**config.mk**
```make
export PLATFORM = sky130hd
export DESIGN_NAME = instr_fetch_unit
export DESIGN_NICKNAME = d
export VERILOG_FILES = /design/src/rtl/fetch_pkg.sv /design/src/rtl/instr_fetch_unit.sv
export SDC_FILE = /design/constraint.sdc
export NUM_CORES = 1
export LEC_CHECK = 0
export BUFFER_PORTS_ARGS = -buffer_cell sky130_fd_sc_hd__buf_2
export CAP_MARGIN = 25
export CORE_UTILIZATION = 41
export DETAILED_ROUTE_END_ITERATION = 8
export GPL_ROUTABILITY_DRIVEN = 0
export HOLD_SLACK_MARGIN = 0.12
export MAX_ROUTING_LAYER = met4
export PLACE_DENSITY = 0.68
export SYNTH_ARGS = -nofsm -noshare
export SYNTH_HDL_FRONTEND = slang
export SYNTH_SLANG_ARGS = --single-unit
```
**constraint.sdc**
```tcl
create_clock -name clk -period 3.6 [get_ports clk]
set_clock_uncertainty 0.1 [all_clocks]
set_input_delay 0 -clock clk [delete_from_list [all_inputs] [get_ports clk]]
set_output_delay 0 -clock clk [all_outputs]
set_load 0.05 [all_outputs]
```
**src/rtl/fetch_pkg.sv**
```systemverilog
// Shared types and decode helpers for the instruction fetch unit.
package fetch_pkg;

  typedef enum logic [1:0] {
    FETCH0 = 2'd0,
    FETCH1 = 2'd1,
    HOLD   = 2'd2
  } fetch_state_e;

  localparam int BYTE_FIELD_HI = 13;
  localparam int BYTE_FIELD_LO = 12;

  localparam logic [1:0] BYTE_TWO_WORD = 2'b10;

  // A first word whose byte field is 2'b10 is followed by an immediate/address word.
  function automatic logic is_two_word(input logic [BYTE_FIELD_HI:0] word);
    logic [1:0] byte_field;
    byte_field = 2'(word >> BYTE_FIELD_LO);
    return byte_field == BYTE_TWO_WORD;
  endfunction

endpackage

```
**src/rtl/instr_fetch_unit.sv**
```systemverilog
// Fetch stage in front of a registered instruction ROM: drives the ROM address
// from the PC, validates returned words against the ROM's address echo and
// assembles one- or two-word instructions for a valid/ready consumer.
module instr_fetch_unit
  import fetch_pkg::*;
#(
  parameter int                ADDR_W   = 16,
  parameter int                DATA_W   = 16,
  parameter logic [ADDR_W-1:0] RESET_PC = '0
) (
  input  logic              clk,
  input  logic              rst_n,
  input  logic              fetch_en,
  output logic [ADDR_W-1:0] rom_addr,
  input  logic [ADDR_W-1:0] rom_addr_echo,
  input  logic [DATA_W-1:0] rom_data,
  output logic              ir_valid,
  input  logic              ir_ready,
  output logic [DATA_W-1:0] ir_word0,
  output logic [DATA_W-1:0] ir_word1,
  output logic              ir_two_word,
  output logic [ADDR_W-1:0] ir_pc,
  input  logic              redirect_valid,
  input  logic [ADDR_W-1:0] redirect_pc
);

  fetch_state_e      state;
  fetch_state_e      state_nxt;
  logic [ADDR_W-1:0] pc;
  logic              primed;
  logic              word_ok;
  logic              accept;
  logic              load_w0;
  logic              load_w1;
  logic              w0_two;

  assign rom_addr = pc;

  // The echoed word belongs to the current PC only if the PC has been stable
  // for a full ROM round trip; a stale echo after a PC change is rejected.
  assign word_ok = fetch_en && primed && (rom_addr_echo == pc);
  assign w0_two  = is_two_word(rom_data[BYTE_FIELD_HI:0]);

  // Next-state and word-acceptance decode; redirect overrides everything.
  always_comb begin
    state_nxt = state;
    accept    = 1'b0;
    load_w0   = 1'b0;
    load_w1   = 1'b0;
    if (redirect_valid) begin
      state_nxt = FETCH0;
    end else begin
      case (state)
        FETCH0: begin
          if (word_ok) begin
            accept    = 1'b1;
            load_w0   = 1'b1;
            state_nxt = w0_two ? FETCH1 : HOLD;
          end
        end
        FETCH1: begin
          if (word_ok) begin
            accept    = 1'b1;
            load_w1   = 1'b1;
            state_nxt = HOLD;
          end
        end
        HOLD: begin
          if (ir_valid && ir_ready) state_nxt = FETCH0;
        end
        default: state_nxt = FETCH0;
      endcase
    end
  end

  // FSM state register.
  always_ff @(posedge clk) begin
    if (!rst_n) state <= FETCH0;
    else        state <= state_nxt;
  end

  // PC advances on each accepted word; primed marks one stable cycle since the last PC change.
  always_ff @(posedge clk) begin
    if (!rst_n) begin
      pc     <= RESET_PC;
      primed <= 1'b0;
    end else if (redirect_valid) begin
      pc     <= redirect_pc;
      primed <= 1'b0;
    end else if (accept) begin
      pc     <= pc + ADDR_W'(1);
      primed <= 1'b0;
    end else begin
      primed <= 1'b1;
    end
  end

  // Instruction register assembly and downstream handshake.
  always_ff @(posedge clk) begin
    if (!rst_n) begin
      ir_valid    <= 1'b0;
      ir_word0    <= '0;
      ir_word1    <= '0;
      ir_two_word <= 1'b0;
      ir_pc       <= '0;
    end else if (redirect_valid) begin
      ir_valid <= 1'b0;
    end else if (load_w0) begin
      ir_word0    <= rom_data;
      ir_pc       <= pc;
      ir_two_word <= w0_two;
      if (!w0_two) begin
        ir_word1 <= '0;
        ir_valid <= 1'b1;
      end
    end else if (load_w1) begin
      ir_word1 <= rom_data;
      ir_valid <= 1'b1;
    end else if (state == HOLD && ir_valid && ir_ready) begin
      ir_valid <= 1'b0;
    end
  end

endmodule

```
==> results.json, run 1 <==
{
  "cts_sinks": 69,
  "rsz0062_at_grt": "no",
  "yosysMostFrequentCell": "dfxtp_1",
  "grt_pass1_wl_um": 17800,
  "status": "complete, no violations",
  "dpl-instance-area_mm2": 0.00404,
  "slew_viol_final": 0,
  "final_core_util_pct": 59.2,
  "worstMarginPinSlew_ps": 750,
  "hold_viol": 0,
  "clk_pin_slew_ps": 80,
  "synthArstFlopShare_pct": 0,
  "finish.instance_area_mm2": 0.00467,
  "track_usage_pct": 26.9,
  "syn_avg_cell_area_um2": 8.11,
  "maxCapViolCount": 0,
  "cp-start-kind": "flop",
  "fp.dieH_um": 93.4,
  "first_global_vias": 3583,
  "endpoint_kind": "flop",
  "dp_cells": 605,
  "antenna_found_initial": 0,
  "dieArea_mm2": 0.00872,
  "cts_hold_buffers": 38,
  "period_needed_ps": 3100,
  "cts_max_path_buffers": 2,
  "yosys_warnings": 0,
  "ys_types": 44,
  "cp_max_fo": 50,
  "antenna_left": 0,
  "post_cts_resized": 0,
  "arrival_ps": 3240,
  "slew_headroom_pct": 50.0,
  "cp.required_ps": 3740,
  "worstSetupPathType": "flop to flop",
  "syn_area_mm2": 0.00342,
  "cts_tree": "done",
  "nets": 606,
  "hold_class": "primary input to flop",
  "via_per_inst": 5.76,
  "tns_ps": 0,
  "drc": 0,
  "final-setup-viol-count": 0,
  "synthTopCellsByArea": "dfxtp_1 (40%), o21ai_0 (8.6%), a21boi_0 (7.7%)",
  "wire_per_inst_um": 16.5,
  "clk_latency_ps": 340,
  "n_antenna_cell": 0,
  "synthTopCellsByCount": "dfxtp_1 (69), o21ai_0 (59), nand3_1 (45), clkbuf_1 (44), a21boi_0 (35)",
  "portBuffers": 118,
  "leakage_nw": 1.83,
  "power_density_mw_per_mm2": 386,
  "synth_top_cell_area_share_pct": 40.4,
  "overflow": 0,
  "synth_edf_count": 0,
  "routed_wl_um": 10800,
  "stdcell_count": 659,
  "cts_max_level": 3,
  "start_util_pct": 43.4,
  "row_count": 32,
  "area_growth_pct": 36.4,
  "core_mm2": 0.00789,
  "syn_inst": 422,
  "max_freq_mhz": 322,
  "grt_max_degree": 72,
  "drt_first_pass_iters": 5,
  "chipWidth_um": 93.4,
  "ys_seq_area_share_pct": 40.4,
  "dp_hpwl_um": 7150,
  "root_buffer": "clkbuf_8",
  "yosysTopAreaCell": "dfxtp_1",
  "ys_ff_latch": 69,
  "total_power_mw": 1.80,
  "post-route-period-util_pct": 86.2,
  "syn-num-nets": 476,
  "cts_made_buffers": 9,
  "post-cts-setup-buffers": 0,
  "first_iter_violations": 314,
  "vias": 3794,
  "ir_drop_mv": 0.200,
  "ys.flop_type": "dfxtp_1",
  "drive_gt1_share_pct": 26.8,
  "num_io_pins": 119
}
[logic make-up after synthesis]
| logic type | count (synthesis) | synth area share [%] |
|---|---|---|
| adders and majority gates | 1 | 0.366 |
| buffers and inverters | 53 | 6.11 |
| xor gates and xnor gates | 14 | 3.58 |
| AOI/OAI and AO/OA | 150 | 28.1 |
| DFF | 69 | 40.4 |
| and+or+nand+nor | 135 | 21.5 |
[per-layer routing]
layer  GRT usage, %  routed length, µm
met3           4.47                665
met4           16.3                461
met1           36.1               4850
met5              -                  0
met2           37.6               4870
[cells in the final DEF (no fill, tap or decap), types with 12 or more instances in the layout]
cell type        n
dlygate4sd3_1   38
a21boi_0        35
o21ai_0         59
buf_2          118
or3_1           15
nand3_1         45
nand2_1         27
dfxtp_1         69
o31ai_1         12
a31oi_1         13
[final timing paths]
check | start | end | slack (ps) | cells after the start
hold reg to reg | state[1] | state[0] | 350 | 1
setup / recovery | rom_addr[8] | rom_addr[0] | 500 | 7
hold / removal | rst_n | rom_addr[13] | 200 | 4
setup reg to reg | rom_addr[8] | rom_addr[0] | 500 | 7
[registers in the layout, summed over array words and instances, names as in the netlist]
| name | flops |
|---|---|
| ir_word1 | 16 |
| rom_addr | 16 |
| state | 2 |
| ir_valid | 1 |
| ir_word0 | 16 |
| ir_two_word | 1 |
| primed | 1 |
| ir_pc | 16 |
[where the power goes]
| group | switching (mW) | internal, mW |
|---|---|---|
| registers | 0.0274 | 0.776 |
| clock network | 0.303 | 0.482 |
| logic | 0.120 | 0.0914 |
[worst max-delay path, cell delays in order, from the launching register on]
cell and delay [ps]:
dfxtp_1 470, xnor2_1 150, o2111ai_1 170, or4_2 800
buf_4 320, nor2_1 290, o211ai_1 130, dlygate4sd3_1 550
[layout make-up]
class,instances,area [µm²]
clock buffers,11,141
clock inverters,5,106
fillers,710,3220
inverters,5,18.8
multi-input cells,300,1840
flip-flops and latches,69,1380
well taps,102,128
repair buffers,167,1050
[through the flow]
| step | hold slack (ps) | worst slack, ps |
|---|---|---|
| final | 198 | 496 |
| after detailed placement | 174 | 900 |
| after CTS | 203 | 507 |
| after global routing | 227 | 329 |
| after floorplan | 50.6 | 987 |
| after global placement | 170 | 948 |
Power figures use the tool's default switching activity.
==> run 2, diff against run 1 <==
Settings changed: PLACE_DENSITY 0.68 to 0.65, RECOVER_POWER from default to 50.
==> results.json, run 2 (synthesis gave the netlist of run 1 again) <==
{
  "antenna_found_initial": 0,
  "final-setup-viol-count": 0,
  "cp-start-kind": "flop",
  "crit_buf_inv": 2,
  "dieArea_mm2": 0.00872,
  "post_cts_resized": 0,
  "rsz0062_at_grt": "no",
  "portBuffers": 118,
  "clk_pin_slew_ps": 70,
  "status": "complete, no violations",
  "core_mm2": 0.00789,
  "cts_max_path_buffers": 2,
  "fin_ws_ps": 240,
  "finish.instance_area_mm2": 0.00454,
  "met3_wirelength_um": 713,
  "highest_layer": "met4",
  "arrival_ps": 3490,
  "slowest_stage": "or4_2",
  "row_count": 32,
  "final_core_util_pct": 57.6,
  "tns_ps": 0,
  "rrSetupSlack_ps": 240,
  "cpPeakStageDelay_ps": 1030,
  "wl_met2_um": 5020,
  "fp.dieH_um": 93.4,
  "cp_max_fo": 38,
  "area_growth_pct": 32.7,
  "worstSetupPathType": "flop to flop",
  "overflow": 0,
  "post-route-period-util_pct": 93.3,
  "min_from": "rst_n",
  "worstMarginPinSlew_ps": 636,
  "first_iter_violations": 307,
  "start_util_pct": 43.4,
  "hold_class": "primary input to flop",
  "period_needed_ps": 3360,
  "routed_wl_um": 11100,
  "slew_viol_final": 0,
  "grt_pass1_wl_um": 17400,
  "r2r_start": "rom_addr[8]",
  "cts_sinks": 69,
  "slew_headroom_pct": 57.8,
  "grt_max_degree": 72,
  "cp.required_ps": 3730,
  "endpoint_kind": "flop",
  "via_per_inst": 5.80,
  "cts_tree": "done",
  "reg2reg_to": "rom_addr[0]",
  "max_freq_mhz": 298,
  "path_cells": "xnor2_1 > o2111ai_1 > or4_2 > buf_4 > nor2_1 > o211ai_1 > dlygate4sd3_1",
  "drc": 0,
  "root_buffer": "clkbuf_8",
  "holdPathStages": 3,
  "clk_latency_ps": 340,
  "ir_drop_mv": 0.185,
  "leakage_nw": 1.53,
  "cts_max_level": 3,
  "stdcell_count": 658,
  "total_power_mw": 1.65,
  "layout_commonest_cell": "dfxtp_1",
  "maxCapViolCount": 0,
  "track_usage_pct": 26.6,
  "layout_common_cells": "dfxtp_1 (69), clkbuf_1 (66), o21ai_0 (59)",
  "crit_family": "simple AND/OR/NAND/NOR gates",
  "wire_per_inst_um": 16.9,
  "vias": 3818,
  "antenna_left": 0,
  "dp_cells": 607,
  "hold_viol": 0,
  "chipWidth_um": 93.4,
  "power_density_mw_per_mm2": 363,
  "first_global_vias": 3443,
  "min_to": "ir_word1[5]",
  "cp-startpoint": "rom_addr[8]",
  "ff2ff_path_depth": 7,
  "drt-met1-wl_um": 5090,
  "nets": 608,
  "n_antenna_cell": 0,
  "drive_gt1_share_pct": 14.9,
  "dpl-instance-area_mm2": 0.00406,
  "dp_hpwl_um": 7270,
  "cts_made_buffers": 9,
  "num_io_pins": 119,
  "dp_slack_ps": 746,
  "drt_first_pass_iters": 6,
  "hold_slack_ps": 213
}
-- run 2: cell types whose count changed in the layout (fill, tap and decap cells not counted) --
cell        change
buf_2          -66
buf_4           +2
bufinv_16       -2
clkbuf_1       +65
clkbuf_8        +1
clkinv_2        +1
clkinvlp_4      -1
inv_6           -1
-- run 2: cell type report --
cell class                      count  area [µm²]
Sequential cell                    69        1380
Clock buffer                       11         151
Tap cell                          102         128
Clock inverter                      2        35.0
Fill cell                         791        3350
Multi-Input combinational cell    300        1840
Inverter                            5        18.8
Timing Repair Buffer              169         986
-- run 2: where the power goes --
part | switching (mW) | internal, mW
Clock | 0.285 | 0.346
Combinational | 0.127 | 0.0899
Sequential | 0.0240 | 0.776
-- run 2: how the worst max path moves through the flow --
stage,end,slack (ps),cells past startpoint
floorplan,rom_addr[6],990,7
global placement,ir_word1[13],810,6
detailed placement,ir_word1[13],750,6
CTS,rom_addr[0],280,7
global route,rom_addr[0],30,7
finish,rom_addr[0],240,7
-- run 2: worst register-to-register path, stage by stage (launching register included) --
cell and delay, ps:
dfxtp_1 460, xnor2_1 150, o2111ai_1 170, or4_2 1030
buf_4 360, nor2_1 280, o211ai_1 130, dlygate4sd3_1 560
-- run 2: what timing repair did --
item	in CTS	in global routing
buffers inserted	0	0
hold endpoints to repair	52	0
hold buffers	38	0
setup endpoints to repair	0	0
-- run 2: routing by layer --
| metal | track usage (%) | vias to the layer above |
|---|---|---|
| met5 | - | - |
| met4 | 12.6 | 0 |
| met3 | 4.31 | 26 |
| met2 | 38.5 | 188 |
| met1 | 36.0 | 1786 |
| li1 | - | 1818 |
==> run 3, diff against run 2 <==
Settings changed: PLACE_DENSITY 0.65 to 0.67.
Clock period 3.6 ns to 3 ns, I/O delays scaled along.
==> results.json, run 3 (synthesis gave the netlist of run 1 again) <==
{
  "status": "complete, no violations",
  "finish.instance_area_mm2": 0.00468,
  "nFillCells": 746,
  "hold_viol": 0,
  "cts_max_path_buffers": 2,
  "antenna_found_initial": 0,
  "hold_slack_ps": 139,
  "path_cells": "xnor2_1 > o2111ai_1 > or4_2 > buf_12 > nor2_2 > o211ai_1 > dlygate4sd3_1",
  "endpoint_kind": "flop",
  "dpl-instance-area_mm2": 0.00413,
  "nets": 619,
  "clk_pin_slew_ps": 80,
  "final-setup-viol-count": 0,
  "post-route-period-util_pct": 97.3,
  "arrival_ps": 3040,
  "first_iter_violations": 319,
  "period_needed_ps": 2920,
  "routed_wl_um": 11300,
  "max_freq_mhz": 343,
  "grt_pass1_wl_um": 17900,
  "multiInputGateArea_mm2": 0.00184,
  "n_antenna_cell": 0,
  "register_area_mm2": 0.00138,
  "overflow": 0,
  "fp.dieH_um": 93.4,
  "worstSetupPathType": "flop to flop",
  "worstMarginPinSlew_ps": 686,
  "num_io_pins": 119,
  "core_mm2": 0.00789,
  "layout_common_cells": "dfxtp_1 (69), clkbuf_1 (66), o21ai_0 (59)",
  "cts_tree": "done",
  "area_growth_pct": 36.9,
  "start_util_pct": 43.4,
  "grt_max_degree": 69,
  "cp_max_fo": 68,
  "via_per_inst": 5.82,
  "slew_headroom_pct": 54.4,
  "track_usage_pct": 27.3,
  "cp-start-kind": "flop",
  "chipWidth_um": 93.4,
  "row_count": 32,
  "antenna_left": 0,
  "vias": 3911,
  "hold_class": "primary input to flop",
  "cts_max_level": 3,
  "maxCapViolCount": 0,
  "ir_drop_mv": 0.249,
  "cpPeakStageDelay_ps": 740,
  "drive_gt1_share_pct": 16.7,
  "dieArea_mm2": 0.00872,
  "power_density_mw_per_mm2": 449,
  "clk_latency_ps": 340,
  "leakage_nw": 1.60,
  "wire_per_inst_um": 16.8,
  "portBuffers": 118,
  "drc": 0,
  "dp_hpwl_um": 7510,
  "root_buffer": "clkbuf_8",
  "slew_viol_final": 0,
  "cts_made_buffers": 9,
  "slowest_stage": "or4_2",
  "layout_commonest_cell": "dfxtp_1",
  "first_global_vias": 3494,
  "drt_first_pass_iters": 6,
  "cp.required_ps": 3120,
  "cts_sinks": 69
}
run 3: per-layer routing:
| metal | GRT usage (%) | vias up | share of wire (%) |
|---|---|---|---|
| li1 | - | 1841 | - |
| met1 | 37.5 | 1800 | 45 |
| met2 | 37.5 | 208 | 43 |
| met3 | 4.72 | 62 | 7.6 |
| met4 | 15.4 | 0 | 4.8 |
| met5 | - | - | 0 |
run 3: power breakdown:
group          internal (mW)  leakage (nW)  switching [mW]
combinational          0.119         0.932           0.164
clock                  0.493         0.106           0.372
sequential             0.931         0.560          0.0250
run 3: metrics by stage:
| stage | total power, mW | utilization [%] | setup TNS (ps) | worst slack, ps | std cells |
|---|---|---|---|---|---|
| 2_1_floorplan | 1.11 | - | 0 | 387 | 422 |
| 3_3_place_gp | 1.21 | 52.3 | 0 | 457 | 615 |
| 3_5_place_dp | 1.21 | 52.3 | 0 | 368 | 615 |
| 4_1_cts | 2.11 | 60.4 | 0 | 25.7 | 672 |
| 5_1_grt | 2.18 | 59.4 | -0.358 | -0.358 | 672 |
| 6_report | 2.10 | 59.4 | 0 | 81.6 | 672 |
run 3: worst paths after layout:
path	cells past startpoint	from	endpoint	slack, ps
setup / recovery	7	rom_addr[8]	rom_addr[0]	80
hold / removal	5	rom_addr_echo[4]	rom_addr[1]	140
setup reg to reg	7	rom_addr[8]	rom_addr[0]	80
hold reg to reg	1	state[1]	state[0]	360
run 3: critical path: cells and delay by family, from the launching register on:
kind	cells	cell delay, ps
simple gates	2	960
buf+inv	2	780
flops	1	510
compound gates	2	290
xor+xnor	1	160
run 3: final cells by class:
type,count,area share [%]
Multi-Input combinational cell,300,39.3
Sequential cell,69,29.5
Timing Repair Buffer,180,23.3
Clock buffer,11,3.02
Tap cell,102,2.72
Clock inverter,5,1.79
Inverter,5,0.401
run 3: repair_timing:
action | 4_1_cts | 5_1_grt
endpoints found under the hold margin | 53 | 0
endpoints found under the setup margin | 0 | 1
hold buffers | 41 | 0
resized for setup | 0 | 1
setup buffers | 0 | 0
